File: src/rtl/dkong_video_pkg.sv
// Default Donkey Kong video timing constants and the shared timing-flag record.
package dkong_video_pkg;

  localparam int DKVT_CLK_DIV      = 2;
  localparam int DKVT_HW           = 10;
  localparam int DKVT_VW           = 9;
  localparam int DKVT_H_TOTAL      = 768;
  localparam int DKVT_H_BL_START   = 511;
  localparam int DKVT_H_BL_END     = 767;
  localparam int DKVT_H_SYNC_START = 576;
  localparam int DKVT_H_SYNC_END   = 640;
  localparam int DKVT_V_FIRST      = 504;
  localparam int DKVT_V_LAST       = 255;
  localparam int DKVT_V_BL_START   = 239;
  localparam int DKVT_V_BL_END     = 15;
  localparam int DKVT_V_SYNC_START = 504;
  localparam int DKVT_V_SYNC_END   = 0;

  // Active-high internal view of the four blank/sync flags.
  typedef struct packed {
    logic hblank;
    logic hsync;
    logic vblank;
    logic vsync;
  } dkvt_flags_t;

endpackage

File: src/rtl/dkong_video_timing.sv
// Pixel divider, H/V raster counters, blank/sync flags and optional raster IRQ.
// Define DKVT_LINE_IRQ_EN to build the line-compare interrupt; otherwise O_IRQ is 0.
module dkong_video_timing
  import dkong_video_pkg::*;
#(
  parameter int CLK_DIV      = DKVT_CLK_DIV,
  parameter int HW           = DKVT_HW,
  parameter int VW           = DKVT_VW,
  parameter int H_TOTAL      = DKVT_H_TOTAL,
  parameter int H_BL_START   = DKVT_H_BL_START,
  parameter int H_BL_END     = DKVT_H_BL_END,
  parameter int H_SYNC_START = DKVT_H_SYNC_START,
  parameter int H_SYNC_END   = DKVT_H_SYNC_END,
  parameter int V_FIRST      = DKVT_V_FIRST,
  parameter int V_LAST       = DKVT_V_LAST,
  parameter int V_BL_START   = DKVT_V_BL_START,
  parameter int V_BL_END     = DKVT_V_BL_END,
  parameter int V_SYNC_START = DKVT_V_SYNC_START,
  parameter int V_SYNC_END   = DKVT_V_SYNC_END
) (
  input  logic          I_CLK,
  input  logic          I_RST_n,
  input  logic          I_VFLIP,
  input  logic [VW-1:0] I_IRQ_LINE,
  input  logic          I_IRQ_ACK,
  output logic          O_CE_PIX,
  output logic [HW-1:0] O_H_CNT,
  output logic [VW-1:0] O_V_CNT,
  output logic [VW-1:0] O_VF_CNT,
  output logic          O_HBLANK_n,
  output logic          O_VBLANK_n,
  output logic          O_CBLANK_n,
  output logic          O_HSYNC_n,
  output logic          O_VSYNC_n,
  output logic          O_IRQ
);

  localparam int DW = (CLK_DIV > 1) ? $clog2(CLK_DIV) : 1;

  logic [DW-1:0] div_q;
  logic          ce_pix;
  logic [HW-1:0] h_q;
  logic [HW-1:0] h_nxt;
  logic [VW-1:0] v_q;
  logic [VW-1:0] v_nxt;
  logic          v_adv;
  dkvt_flags_t   flags_q;

  // With CLK_DIV=1 the divider never leaves 0, so the enable is permanently high.
  assign ce_pix = (div_q == DW'(CLK_DIV - 1));

  always_ff @(posedge I_CLK or negedge I_RST_n) begin
    if (!I_RST_n) begin
      div_q <= '0;
    end else if (ce_pix) begin
      div_q <= '0;
    end else begin
      div_q <= div_q + DW'(1);
    end
  end

  assign h_nxt = (h_q == HW'(H_TOTAL - 1)) ? '0 : h_q + HW'(1);
  assign v_adv = (h_nxt == HW'(H_SYNC_START));
  assign v_nxt = (v_q == VW'(V_LAST)) ? VW'(V_FIRST) : v_q + VW'(1);

  // Flags follow the value being loaded; the set test comes last so START wins a tie.
  always_ff @(posedge I_CLK or negedge I_RST_n) begin
    if (!I_RST_n) begin
      h_q            <= '0;
      flags_q.hblank <= 1'b0;
      flags_q.hsync  <= 1'b0;
    end else if (ce_pix) begin
      h_q <= h_nxt;
      if (h_nxt == HW'(H_BL_END))     flags_q.hblank <= 1'b0;
      if (h_nxt == HW'(H_BL_START))   flags_q.hblank <= 1'b1;
      if (h_nxt == HW'(H_SYNC_END))   flags_q.hsync  <= 1'b0;
      if (h_nxt == HW'(H_SYNC_START)) flags_q.hsync  <= 1'b1;
    end
  end

  always_ff @(posedge I_CLK or negedge I_RST_n) begin
    if (!I_RST_n) begin
      v_q            <= VW'(V_FIRST);
      flags_q.vblank <= 1'b1;
      flags_q.vsync  <= 1'b1;
    end else if (ce_pix && v_adv) begin
      v_q <= v_nxt;
      if (v_nxt == VW'(V_BL_END))     flags_q.vblank <= 1'b0;
      if (v_nxt == VW'(V_BL_START))   flags_q.vblank <= 1'b1;
      if (v_nxt == VW'(V_SYNC_END))   flags_q.vsync  <= 1'b0;
      if (v_nxt == VW'(V_SYNC_START)) flags_q.vsync  <= 1'b1;
    end
  end

`ifdef DKVT_LINE_IRQ_EN
  logic irq_q;

  // A new hit on the compare line outranks an acknowledge in the same cycle.
  always_ff @(posedge I_CLK or negedge I_RST_n) begin
    if (!I_RST_n) begin
      irq_q <= 1'b0;
    end else if (ce_pix && v_adv && (v_nxt == I_IRQ_LINE)) begin
      irq_q <= 1'b1;
    end else if (I_IRQ_ACK) begin
      irq_q <= 1'b0;
    end
  end

  assign O_IRQ = irq_q;
`else
  logic unused_irq_inputs;

  assign unused_irq_inputs = ^{I_IRQ_LINE, I_IRQ_ACK};
  assign O_IRQ             = 1'b0;
`endif

  assign O_CE_PIX   = ce_pix;
  assign O_H_CNT    = h_q;
  assign O_V_CNT    = v_q;
  assign O_VF_CNT   = v_q ^ {VW{I_VFLIP}};
  assign O_HBLANK_n = ~flags_q.hblank;
  assign O_VBLANK_n = ~flags_q.vblank;
  assign O_CBLANK_n = ~(flags_q.hblank | flags_q.vblank);
  assign O_HSYNC_n  = ~flags_q.hsync;
  assign O_VSYNC_n  = ~flags_q.vsync;

endmodule

File: config.mk
export PLATFORM = sky130hd
export DESIGN_NAME = dkong_video_timing
export DESIGN_NICKNAME = d
export VERILOG_FILES = /design/src/rtl/dkong_video_pkg.sv /design/src/rtl/dkong_video_timing.sv
export SDC_FILE = /design/constraint.sdc
export NUM_CORES = 1
export LEC_CHECK = 0
export CORE_MARGIN = 5
export CORE_UTILIZATION = 49
export DETAILED_ROUTE_END_ITERATION = 12
export GPL_ROUTABILITY_DRIVEN = 0
export HOLD_SLACK_MARGIN = 0.08
export PLACE_DENSITY = 0.9
export SYNTH_ARGS = -nofsm -noshare
export SYNTH_HDL_FRONTEND = slang
export SYNTH_SLANG_ARGS = --single-unit
File: constraint.sdc
create_clock -name I_CLK -period 5.05 [get_ports I_CLK]
set_input_delay 0.7575 -clock I_CLK [delete_from_list [all_inputs] [get_ports I_CLK]]
set_output_delay 0.7575 -clock I_CLK [all_outputs]
set_load 0.05 [all_outputs]
==> results of run 1 <==
## report_power, final
part           leakage, nW  switching, mW  total, mW  internal, mW
sequential           0.292              0      0.192         0.192
combinational        0.553         0.0226     0.0312       0.00860
clock               0.0357         0.0638      0.170         0.106
## layout make-up
cell class	count	area [um2]
fill	311	1420
multi-input combinational	150	1090
sequential	24	611
timing repair buffer	36	360
tap	48	60.1
inverter	12	45.0
clock buffer	3	41.3
clock inverter	1	30.0
## critical path: stages
cell	delay (ns)
clkdlybuf4s50_1	0.76
xor2_1	0.20
clkdlybuf4s50_1	0.83
## worst paths after layout
| check | from | end | slack (ns) | cells after the start |
|---|---|---|---|---|
| worst max-delay path | I_VFLIP | O_VF_CNT[5] | 1.75 | 3 |
| max in group asynchronous | I_RST_n | O_H_CNT[8]$_DFFE_PN0P_ | 3.32 | 1 |
| worst min register to register | flags_q[1]$_DFFE_PN1P_ | flags_q[1]$_DFFE_PN1P_ | 0.51 | 2 |
| worst min-delay path | flags_q[1]$_DFFE_PN1P_ | flags_q[1]$_DFFE_PN1P_ | 0.51 | 2 |
| worst max register to register | O_V_CNT[0]$_DFFE_PN0P_ | flags_q[1]$_DFFE_PN1P_ | 1.83 | 9 |
| min in group asynchronous | I_RST_n | O_V_CNT[0]$_DFFE_PN0P_ | 1.07 | 1 |
## sequential cells by signal, summed over array words and instances (netlist names)
name	cells
O_V_CNT	9
O_H_CNT	10
O_CE_PIX	1
flags_q	4
## metrics by stage
| stage | area, um2 | hold slack, ns |
|---|---|---|
| global route | 2240 | 0.532 |
| finish | 2240 | 0.507 |
| global placement | 2170 | 0.493 |
| detailed placement | 2170 | 0.502 |
| floorplan | 1850 | 0.462 |
| CTS | 2240 | 0.514 |
## layer usage
metal	global-route usage	vias to the layer above	share of wire
met5	0	-	0
met4	0.0710	0	0.015
met3	0.0210	6	0.044
met2	0.301	38	0.51
met1	0.209	751	0.43
li1	-	768	-
## logic make-up after synthesis
kind of cell,share of synthesized area
and+or+nand+nor,0.228
AOI/OAI and AO/OA,0.206
buffers and inverters,0.0816
DFF,0.329
xor gates and xnor gates,0.0803
muxes,0.0385
adders and majority gates,0.0337
other,0.00202
## cell usage after synthesis, types with 5 or more instances
library cell,n,area share
nand2_1,13,0.026
inv_1,12,0.024
ha_1,5,0.034
dfstp_2,8,0.11
o21ai_0,7,0.019
xor2_1,11,0.052
nand4_1,5,0.017
mux2i_1,6,0.032
clkbuf_1,8,0.016
xnor2_1,6,0.028
nand3_1,6,0.016
nor2_1,14,0.028
a21oi_1,11,0.030
nand2b_1,5,0.017
dfrtp_1,16,0.22
==> reports/summary.txt, run 1 <==
Setup CP Type: in2out
Final Hold Vio Count: 0
die area: 0.00511 mm2
commonest non-fill, non-tap cell in the layout: clkdlybuf4s50_1
Cell Rows: 22
IO Pins: 48
ANT nets after route: 0
status: finished, final reports clean
vias per cell: 5.70
nature of the critical path endpoint: primary output
Mapped Area: 0.00185 mm2
Final WS setup: 1.75 ns
Final nets: 245
setup slack at placement: 1.74 ns
average size of a mapped cell: 9.09 um2
final setup violation count: 0
routed len/inst: 15.4 um
crit-path max FO: 9
sequential area share after synthesis: 0.329
CTS Buf Count: 3
Peak VDD IR: 0.106 mV
clk buf depth: 2
Final min period: 3.30 ns
largest net degree at the start of global routing: 25
Setup Fix Bufs, Post-CTS: 0
CTS hold repair buffers: 0
via count: 1563
Reg clk slew, reported paths: 0.08 ns
area delta synth->final: 20.8%
RSZ-0062 raised after global routing: no
H-tree depth: 1
cts repair resizes: 0
CP required: 4.29 ns
Post-DP HPWL: 3050 um
Root Driver: clkbuf_8
Die Span Y: 71.5 um
Worst-Margin Slew: 1.10 ns
Tcrit/Tclk final: 0.654
setup_tns: 0 ns
PD cells: 176 mW/mm2
initial antenna violation count: 0
Die Wd: 71.5 um
worst path arrival time: 2.55 ns
Overall Global Routing Usage: 0.171
total wire length: 4210 um
Leak Pwr: 0.881 nW
FMAX: 0.303 GHz
CTS tree: yes
Syn Nets: 222
Ys Warns: 0
Post-synth EDFFs: 0
first-pass GRT wire length: 7220 um
total congestion overflow: 0
Max-Cap Viols: 0
vias in the first global route: 1611
dpl cells: 270
worst clock skew: 0.00583 ns
most frequent cells in the layout: clkdlybuf4s50_1 (36), dfrtp_1 (16), nor2_1 (14)
Port Buf Inserts: 36
Pre-antenna DRT Iters: 4
fin cells: 274
startpoint types: primary input
Initial Util: 0.506
Worst-Skew Late Latency: 0.27 ns
Slew headroom: 0.265
share of cells above drive strength 1: 0.119
Core Util, Final: 0.612
1st-iter DRT viols: 148
post-synthesis cell type count: 58
ys flop type: dfrtp_1
Yosys reg bits: 24
Tot Pwr: 0.393 mW
Residual DRC: 0
core area: 0.00366 mm2
Tightest Hold Check Type: reg2reg
Async S/R FF share, synth: 1.00
Syn Inst Count: 204
ant diodes: 0
clock sink total: 24
fin. max-slew vios: 0
Power figures use the tool's default switching activity.
==> run 2, diff against run 1 <==
Settings changed: CORE_UTILIZATION 49 to 44, PLACE_DENSITY 0.9 to 0.86.
Clock period 5.05 ns to 2.9 ns, I/O delays scaled along.
==> reports/summary.txt, run 2 (synthesis gave the netlist of run 1 again) <==
most frequent cells in the layout: clkdlybuf4s50_1 (27), buf_4 (25), dfrtp_1 (14), nor2_1 (14), nand2_1 (13)
Final Hold Vio Count: 0 (unchanged)
Filler cells: 358 (+15%)
FMAX: 0.372 GHz
Tcrit/Tclk final: 0.927
crit-path max FO: 7 (-2)
total congestion overflow: 0 (unchanged)
vias in the first global route: 1631 (+1.2%)
Worst-Margin Slew: 0.901 ns (-0.198 ns)
status: finished, final reports clean
crit-path cells: and3_1 > and3_4 > and3_1 > ha_1 > nand2_1 > or3_1 > or4_4 > o31ai_4 > o41ai_2
Worst-Skew Late Latency: 0.27 ns (about the same)
Die Span Y: 74.9 um (+4.8%)
Root Driver: clkbuf_8
IO Pins: 48 (unchanged)
worst clock skew: 0.0108 ns (+0.00501 ns)
Leak Pwr: 0.960 nW (+9.0%)
CP required: 3.08 ns (-1.21 ns)
Initial Util: 0.460 (-0.0462)
R2R Setup Slk: 0.21 ns (-1.62 ns)
worst path arrival time: 2.87 ns (+0.32 ns)
Setup CP Type: reg2reg
share of cells above drive strength 1: 0.227 (+0.108)
core area: 0.00403 mm2 (+10%)
WHS Path Cells: 2 (unchanged)
Max-Cap Viols: 0 (unchanged)
nature of the critical path endpoint: flip-flop
via count: 1622 (+3.8%)
fin. max-slew vios: 0 (unchanged)
initial antenna violation count: 0 (unchanged)
Final min period: 2.69 ns
Overall Global Routing Usage: 0.161 (-0.00979)
commonest non-fill, non-tap cell in the layout: clkdlybuf4s50_1
CTS tree: yes
ANT nets after route: 0 (unchanged)
Tot Pwr: 0.614 mW (+56%)
most used cell, CP: and3_1
max incr delay on CP: 0.60 ns (-0.23 ns)
Hold Startpoint: flags_q[1]$_DFFE_PN1P_
Setup Fix Bufs, Post-CTS: 0 (unchanged)
total wire length: 4180 um (-0.78%)
final setup violation count: 0 (unchanged)
startpoint types: flip-flop
Peak VDD IR: 0.164 mV (+55%)
Die Wd: 74.9 um (+4.8%)
die area: 0.00561 mm2 (+9.7%)
Reg clk slew, reported paths: 0.08 ns (about the same)
PD cells: 263 mW/mm2 (+50%)
1st-iter DRT viols: 79 (-47%)
routed len/inst: 14.3 um (-6.9%)
Tightest Hold Check Type: reg2reg
Reg2Reg Depth: 9 (unchanged)
Slew headroom: 0.398 (+0.132)
slowest CP cell: dfstp_2
H-tree depth: 1 (unchanged)
clock sink total: 24 (unchanged)
setup_tns: 0 ns (unchanged)
area delta synth->final: 25.7%
RSZ-0062 raised after global routing: no
CTS Buf Count: 3 (unchanged)
placed cell area: 0.00228 mm2 (+5.0%)
Hold Path Sink: flags_q[1]$_DFFE_PN1P_
Cell Rows: 23 (+4.5%)
clk buf depth: 2 (unchanged)
Pre-antenna DRT Iters: 4 (unchanged)
worst reg2reg path startpoint: O_V_CNT[4]$_DFFE_PN1P_
largest net degree at the start of global routing: 21 (-16%)
vias per cell: 5.55 (-2.6%)
reg2reg end: flags_q[1]$_DFFE_PN1P_
Post-DP HPWL: 3210 um (+5.1%)
cts repair resizes: 0 (unchanged)
CTS hold repair buffers: 0 (unchanged)
design area: 0.00233 mm2 (+4.1%)
ant diodes: 0 (unchanged)
Port Buf Inserts: 36 (unchanged)
Residual DRC: 0 (unchanged)
number of flip-flops in the largest register: 10 (unchanged)
Final nets: 261 (+6.5%)
first-pass GRT wire length: 7170 um (-0.76%)
## run 2: worst max-delay path: cells and delay by family (launching register included)
kind,cells,cell delay [ns]
simple gates,6,1.54
flops,1,0.60
compound gates,2,0.30
fa+ha+maj,1,0.18
## run 2: metal layers
| layer | vias up | wire length (um) | global-route usage |
|---|---|---|---|
| li1 | 799 | - | - |
| met4 | 0 | 55 | 0.0573 |
| met5 | - | 0 | 0 |
| met2 | 47 | 2080 | 0.284 |
| met1 | 768 | 1780 | 0.194 |
| met3 | 8 | 265 | 0.0307 |
## run 2: worst max-delay path by stage
stage	startpoint	end	slack, ns	depth (start not counted)
2_1_floorplan	O_V_CNT[3]$_DFFE_PN1P_	flags_q[1]$_DFFE_PN1P_	0.009	11
3_3_place_gp	O_V_CNT[4]$_DFFE_PN1P_	flags_q[1]$_DFFE_PN1P_	0.28	9
3_5_place_dp	O_V_CNT[4]$_DFFE_PN1P_	flags_q[1]$_DFFE_PN1P_	0.24	9
4_1_cts	O_V_CNT[4]$_DFFE_PN1P_	flags_q[1]$_DFFE_PN1P_	0.22	9
5_1_grt	O_V_CNT[4]$_DFFE_PN1P_	flags_q[1]$_DFFE_PN1P_	0.11	9
6_report	O_V_CNT[4]$_DFFE_PN1P_	flags_q[1]$_DFFE_PN1P_	0.21	9
## run 2: area by class of cell
type / instances / area, um2 / area share
Tap cell: 50 / 62.6 / 0.0268
Sequential cell: 24 / 613 / 0.263
Multi-Input combinational cell: 150 / 1100 / 0.471
Clock buffer: 4 / 55.1 / 0.0236
Inverter: 12 / 45.0 / 0.0193
Timing Repair Buffer: 52 / 458 / 0.196
## run 2: through the flow
step	hold slack, ns	worst slack (ns)	utilization	instances
global route	0.524	0.111	0.579	292
detailed placement	0.493	0.237	0.565	288
global placement	0.492	0.282	0.565	288
floorplan	0.139	0.00949	-	204
finish	0.507	0.210	0.579	292
CTS	0.509	0.218	0.579	292
## run 2: power by group
group	internal [mW]	switching (mW)	leakage (nW)	total, mW
clock network	0.121	0.104	0.0288	0.225
registers	0.335	0	0.288	0.335
logic	0.0144	0.0394	0.643	0.0538
